==> config.mk <==
export PLATFORM = sky130hd
export DESIGN_NAME = cpu_seq_ctrl
export DESIGN_NICKNAME = d
export VERILOG_FILES = /design/src/rtl/cpu_seq_pkg.sv /design/src/rtl/cpu_seq_ctrl_pc_next_calc.sv /design/src/rtl/cpu_seq_ctrl.sv
export SDC_FILE = /design/constraint.sdc
export NUM_CORES = 1
export LEC_CHECK = 0
export CAP_MARGIN = 10
export CORE_MARGIN = 5
export CORE_UTILIZATION = 44
export DETAILED_ROUTE_END_ITERATION = 6
export HOLD_SLACK_MARGIN = 0.1
export MAX_ROUTING_LAYER = met4
export PLACE_DENSITY = 0.92
export SLEW_MARGIN = 10
export SYNTH_ARGS = -nofsm -noshare
export SYNTH_HDL_FRONTEND = slang
export SYNTH_SLANG_ARGS = --single-unit
==> constraint.sdc <==
create_clock -name clk -period 2.95 [get_ports clk]
set_clock_uncertainty 0.15 [all_clocks]
set_input_delay 0.4425 -clock clk [delete_from_list [all_inputs] [get_ports clk]]
set_output_delay 0.4425 -clock clk [all_outputs]
set_load 0.01 [all_outputs]
==> src/rtl/cpu_seq_pkg.sv <==
// Shared types and default sizes for the multi-cycle CPU sequencer.
package cpu_seq_pkg;

  localparam int         PC_W_DEF    = 8;
  localparam int         CNT_W_DEF   = 16;
  localparam logic [3:0] HALT_OP_DEF = 4'hF;

  typedef enum logic [2:0] {
    ST_IDLE   = 3'd0,
    ST_FETCH  = 3'd1,
    ST_DECODE = 3'd2,
    ST_EXEC   = 3'd3,
    ST_MEM    = 3'd4,
    ST_WB     = 3'd5
  } seq_state_e;

endpackage

==> src/rtl/cpu_seq_ctrl_pc_next_calc.sv <==
// Next-PC select/add; shared with the branch-target checker.
module pc_next_calc #(
  parameter int PC_W = 8
) (
  input  logic [PC_W-1:0] pc,
  input  logic            nia,
  input  logic            br,
  input  logic [PC_W-1:0] jaddr,
  input  logic [PC_W-1:0] imm,
  output logic [PC_W-1:0] pc_nxt
);

  // Offsets are two's complement, so a plain modulo-2^PC_W add covers backward branches.
  always_comb begin
    if (!nia)
      pc_nxt = pc + jaddr;
    else if (br)
      pc_nxt = pc + imm;
    else
      pc_nxt = pc + PC_W'(1);
  end

endmodule

==> src/rtl/cpu_seq_ctrl.sv <==
// Single-clock multi-cycle sequencer: owns the PC and gates every architectural write.
module cpu_seq_ctrl
  import cpu_seq_pkg::*;
#(
  parameter int         PC_W    = PC_W_DEF,
  parameter int         CNT_W   = CNT_W_DEF,
  parameter logic [3:0] HALT_OP = HALT_OP_DEF
) (
  input  logic             clk,
  input  logic             rst,
  input  logic             run,
  input  logic             step,
  input  logic [3:0]       opcode,
  input  logic             nia,
  input  logic             br,
  input  logic [PC_W-1:0]  jaddr,
  input  logic [PC_W-1:0]  imm,
  input  logic             mem_read,
  input  logic             mem_write,
  input  logic             reg_write_req,
  input  logic             mem_ack,
  output logic [PC_W-1:0]  pc,
  output logic             inst_ld,
  output logic             rf_we,
  output logic             mem_req,
  output logic             mem_we,
  output logic [2:0]       state,
  output logic             idle,
  output logic             halt_seen,
  output logic [CNT_W-1:0] retired
);

  seq_state_e      state_q;
  logic [PC_W-1:0] pc_nxt;

  pc_next_calc #(.PC_W(PC_W)) u_pc_next (
    .pc     (pc),
    .nia    (nia),
    .br     (br),
    .jaddr  (jaddr),
    .imm    (imm),
    .pc_nxt (pc_nxt)
  );

  // Strobes are registered on the transition into their state, so each is a clean one-state pulse.
  always_ff @(posedge clk) begin
    if (rst) begin
      state_q   <= ST_IDLE;
      pc        <= '0;
      retired   <= '0;
      halt_seen <= 1'b0;
      inst_ld   <= 1'b0;
      rf_we     <= 1'b0;
      mem_req   <= 1'b0;
    end else begin
      inst_ld <= 1'b0;
      rf_we   <= 1'b0;
      mem_req <= 1'b0;
      case (state_q)
        ST_IDLE: begin
          if (!halt_seen && (run || step)) begin
            state_q <= ST_FETCH;
            inst_ld <= 1'b1;
          end
        end
        ST_FETCH:  state_q <= ST_DECODE;
        ST_DECODE: state_q <= ST_EXEC;
        ST_EXEC: begin
          if (opcode == HALT_OP) begin
            halt_seen <= 1'b1;
            state_q   <= ST_IDLE;
          end else if (mem_read || mem_write) begin
            state_q <= ST_MEM;
            mem_req <= 1'b1;
          end else begin
            state_q <= ST_WB;
            rf_we   <= reg_write_req;
          end
        end
        ST_MEM: begin
          if (mem_ack) begin
            state_q <= ST_WB;
            rf_we   <= reg_write_req;
          end else begin
            mem_req <= 1'b1;
          end
        end
        ST_WB: begin
          pc      <= pc_nxt;
          retired <= retired + CNT_W'(1);
          if (run) begin
            state_q <= ST_FETCH;
            inst_ld <= 1'b1;
          end else begin
            state_q <= ST_IDLE;
          end
        end
        default: state_q <= ST_IDLE;
      endcase
    end
  end

  assign mem_we = mem_req & mem_write;
  assign state  = state_q;
  assign idle   = (state_q == ST_IDLE);

endmodule
# Word level (Yosys, flattened, before mapping)

Index checks and enable logic that the tools add are counted.

Register bits: 31
Bits in latches: 0
Memory bits (writable): 0
Bits in read-only memories: 0
Output and inout port bits: 33
Memories: 0

Add/subtract/negate cells: 4
Multiply operators: 0
Div/mod/pow operators: 0
Magnitude comparators: 0
Equality and inequality tests: 8
Shift operators: 0
Muxes and demuxes: 19
Bitwise gates (word level): 1
Reductions and logical operators: 7

Operators by type and width:

| operator                | number |
|---|---|
| $pmux W3 S6             | 1 |
| $add A16 B1 Y16 const B | 1 |
| $add A8 B8 Y8           | 2 |
| $mux W8                 | 2 |
| $mux W1                 | 10 |
| $mux W3                 | 3 |
| $add A8 B1 Y8 const B   | 1 |
| $eq A3 B2 Y1 const B    | 2 |
| $eq A3 B3 Y1 const B    | 2 |
| $pmux W1 S2             | 3 |
| $eq A4 B4 Y1 const B    | 1 |
| $reduce_and A2 Y1       | 2 |
| $eq A3 B1 Y1 const B    | 1 |
| $logic_not A3 Y1        | 1 |
| $logic_or A1 B1 Y1      | 2 |
| $ne A2 B1 Y1 const B    | 1 |
| $ne A2 B2 Y1 const B    | 1 |
| $and A1 B1 Y1           | 1 |
| $logic_and A1 B1 Y1     | 1 |
| $logic_not A1 Y1        | 1 |

# Depth between registers and ports, before layout

Word-level depth: 4
Mapped depth: 10
Gate-level depth less buffers: 9

# Hierarchy

Synthesis repeated with hierarchy kept, for this count alone.

Cells, all modules: 214
Area total of the unflattened synthesis: 1726.7 um2

By module, submodules not included:

| module       | times used | cells each | area an instance (um2) | seq. area each (um2) |
|---|---|---|---|---|
| cpu_seq_ctrl | 1          | 157        | 1316.3                 | 620.6 |
| pc_next_calc | 1          | 57         | 410.4                  | 0.0 |

# Worst setup path after synthesis

Ideal clock, no wire load.

Kind: input -> register
From: input port nia
To: register pc[7]
Library setup time: 0.067 ns
Arrival time: 2.335 ns
Setup slack: 0.398 ns
Cell stages on the path: 9
Buffers on the path: 1
Cells stage by stage: and2_4 buf_6 a22o_2 ha_1 o211ai_1 o211a_1 or4_4 a21o_1 a21oi_2

Word-level cells in the longest chain between the ends: 1

RTL lines:

| what                 | RTL line                        | source |
|---|---|---|
| from (decl)          | cpu_seq_ctrl.sv:14              | `input logic nia,` |
| $mux W8              | cpu_seq_ctrl_pc_next_calc.sv:15 | `if (!nia)` |
| to (signal assigned) | cpu_seq_ctrl.sv:89              | `pc <= pc_nxt;` |
| to (decl)            | cpu_seq_ctrl.sv:22              | `output logic [PC_W-1:0] pc,` |

No other way between the ends.
A chain may end at the register's enable or synchronous reset.

# Worst setup path after layout

Ends and elaborated chain as after synthesis.

==> summary.md <==
| Metric | Value |
|---|---|
| Pwr Total | `0.000945 W` |
| Final hold viol count | `0` |
| GR Util All Layers | `18.7%` |
| Worst hold path type | `flip-flop to flip-flop` |
| Syn Inst Count | `199` |
| WP buf/inv | `2` |
| Die width | `72.0 µm` |
| CTS root buf | `clkbuf_8` |
| Post_cts resized | `0` |
| Setup bufs post-CTS | `0` |
| Pins Over Slew Limit | `0` |
| Worst-skew pair later-pin latency | `280 ps` |
| Yosys warning count | `0` |
| Critical-path top delay cell | `clkdlybuf4s50_1` |
| Fin crit share | `95.6%` |
| N_diodes | `0` |
| Syn Area/Cell | `8.49 µm²` |
| Post-Route WL | `4470 µm` |
| Max Freq | `355 MHz` |
| Pwr dens | `380 mW/mm²` |
| H-tree levels | `2` |
| Layout cells sized above 1 | `10.8%` |
| Sequential share of the synthesized area | `36.7%` |
| CP top delay family | `compound AO/OA/AOI/OAI gates` |
| Seq. cell area | `621 µm²` |
| CTS sink cnt | `31` |
| Grt ovf | `0` |
| TritonCTS clock tree | `yes` |
| Fill count | `302` |
| Synth area leaders | `dfxtp_1, ha_1, nor2_1` |
| DRC Markers | `0` |
| Area delta synth->final | `47.3%` |
| First-pass GRT wire length | `7480 µm` |
| Final GP Congestion | `0.871` |
| Worst slew pin tran | `668 ps` |
| Dpl cells | `310` |
| Largest stage delay, worst path | `540 ps` |
| Top-area cell type share of the netlist area | `36.7%` |
| Core footprint | `0.00369 mm²` |
| Clock-pin slew on the worst setup and hold paths | `60 ps` |
| Row cnt | `22` |
| Hold buffers post-CTS | `0` |
| Crit Path Category | `input pin to flip-flop` |
| Starting Density | `45.8%` |
| Largest net degree at the start of global routing | `19` |
| Setup repair after global routing missed its margin | `false` |
| Area of the die | `0.00518 mm²` |
| Total iterations of the first detailed-routing run | `4` |
| Cts bufs inserted | `5` |
| Buffers on Ports | `62` |
| Status | `complete, no violations` |
| IO Count | `63` |
| Initial antenna violation count | `0` |
| Fin cells | `317` |
| Area of the multi-input gates | `0.00100 mm²` |
| Nets@finish | `308` |
| Final WS setup | `129 ps` |
| Asr flop ratio synth | `0%` |
| Minimum clock period | `2820 ps` |
| Slew headroom | `54.8%` |
| Max-cap violations | `0` |
| Via count | `1648` |
| Longest Clk Path Bufs | `2` |
| Routed len/inst | `14.1 µm` |
| Syn nets | `238` |
| DP Worst Slack | `-153 ps` |
| Post-DR vias/cell | `5.20` |
| Detail Placement HPWL | `3510 µm` |
| Routed Antenna Nets | `0` |
| Mapped Area | `0.00169 mm²` |
| CP Capture Type | `flip-flop` |
| DIE HEIGHT | `72.0 µm` |
| Synth area leader | `dfxtp_1` |
| CP arrival | `2890 ps` |
| 1st-iter DRT viols | `132` |
| VDD IR-drop max | `0.215 mV` |
| Setup crit start kind | `input pin` |
| Vias in the first global route | `1638` |
| Synth unique cells | `45` |
| Flops & latches, synth | `31` |
| Req. time, crit path | `3020 ps` |
| Critical-path maximum fanout | `6` |
| Synth Flop Type | `dfxtp_1` |
| Crit path cell chain | `clkdlybuf4s50_1, inv_1, a22o_2, ha_1, o211ai_1, o211a_1, or4_4, a21o_1, a21oi_2` |
| Final setup violation count | `0` |
| Leak Pwr | `0.978 nW` |
| Number of enable flip-flop cells after synthesis | `0` |
## per-layer routing
layer	part of all wire, %	vias to the layer above	track usage (%)
li1	-	840	-
met1	40	753	20.6
met2	53	45	32.1
met3	4.8	10	4.29
met4	2.3	0	7.93
met5	0	-	-
## power breakdown
part / switching [W] / internal, W
combinational: 0.0000641 / 0.000102
sequential: 0.0000184 / 0.000429
clock: 0.000149 / 0.000183
total: 0.000231 / 0.000714
## worst reg2reg max path: stages, from the launching register on
cell and delay [ps]:
dfxtp_1 580, nand4b_4 200, nor4b_1 660, nand3_1 180, xor2_1 170, nor2_1 60
## stage by stage
stage	cell area (µm²)	setup TNS (ps)	util (%)	hold WS, ps
global placement	2400	-10.7	65.1	316
floorplan	1690	0	-	342
global route	2490	0	67.5	347
finish	2490	0	67.5	327
detailed placement	2400	-343	65.1	321
CTS	2490	0	67.5	331
## kinds of logic after synthesis
logic type	after synthesis	share of synthesized area (%)
xor+xnor	19	9.84
compound gates	44	17.6
simple gates	82	24.8
flops	31	36.7
fa+ha+maj	9	7.11
buf+inv	14	3.92
## final timing paths
check                        startpoint                        to  slack [ps]  depth (start not counted)
setup / recovery                    nia        pc[7]$_SDFFE_PP0N_         130                          9
hold / removal       pc[0]$_SDFFE_PP0N_        pc[0]$_SDFFE_PP0N_         330                          2
setup reg to reg  state[2]$_SDFFE_PP0P_  retired[15]$_SDFFE_PP0N_         850                          5
hold reg to reg      pc[0]$_SDFFE_PP0N_        pc[0]$_SDFFE_PP0N_         330                          2
## cell usage after synthesis (2+ instances only)
master and n:
a211oi_1 2, a21o_1 3, a21oi_1 16, a22o_2 5, and3_1 3, and3b_1 2, and4_1 2, buf_2 2
clkbuf_1 6, dfxtp_1 31, ha_1 8, inv_1 4, nand2_1 23, nand3_1 6, nand3b_1 2, nand4_1 3
nor2_1 25, nor3_1 6, o211ai_1 2, o21ai_0 6, xnor2_1 9, xor2_1 10
## state kept, by name, summed over array words and instances, names as in the netlist
register and flops:
halt_seen 1, retired 16, rf_we 1, inst_ld 1
mem_req 1, state 3, pc 8
## cell usage in the layout (no fill, tap or decap), types with 3 or more instances in the layout
cell type	count
nand3_1	6
nand2_1	23
nand4_1	3
xor2_1	10
xnor2_1	9
clkdlybuf4s50_1	62
buf_4	11
ha_1	8
clkbuf_8	6
a21oi_1	16
o21ai_0	6
dfxtp_1	31
a21o_1	3
inv_1	4
nor3_1	6
nor2_1	25
a22o_2	5
and3_1	3
## layout make-up
cell class / count / area share (%)
Multi-Input combinational cell: 154 / 40.3
Timing Repair Buffer: 73 / 28.2
Sequential cell: 31 / 24.9
Clock buffer: 6 / 3.32
Tap cell: 48 / 2.41
Inverter: 4 / 0.603
Clock inverter: 1 / 0.201
Power figures use the tool's default switching activity.
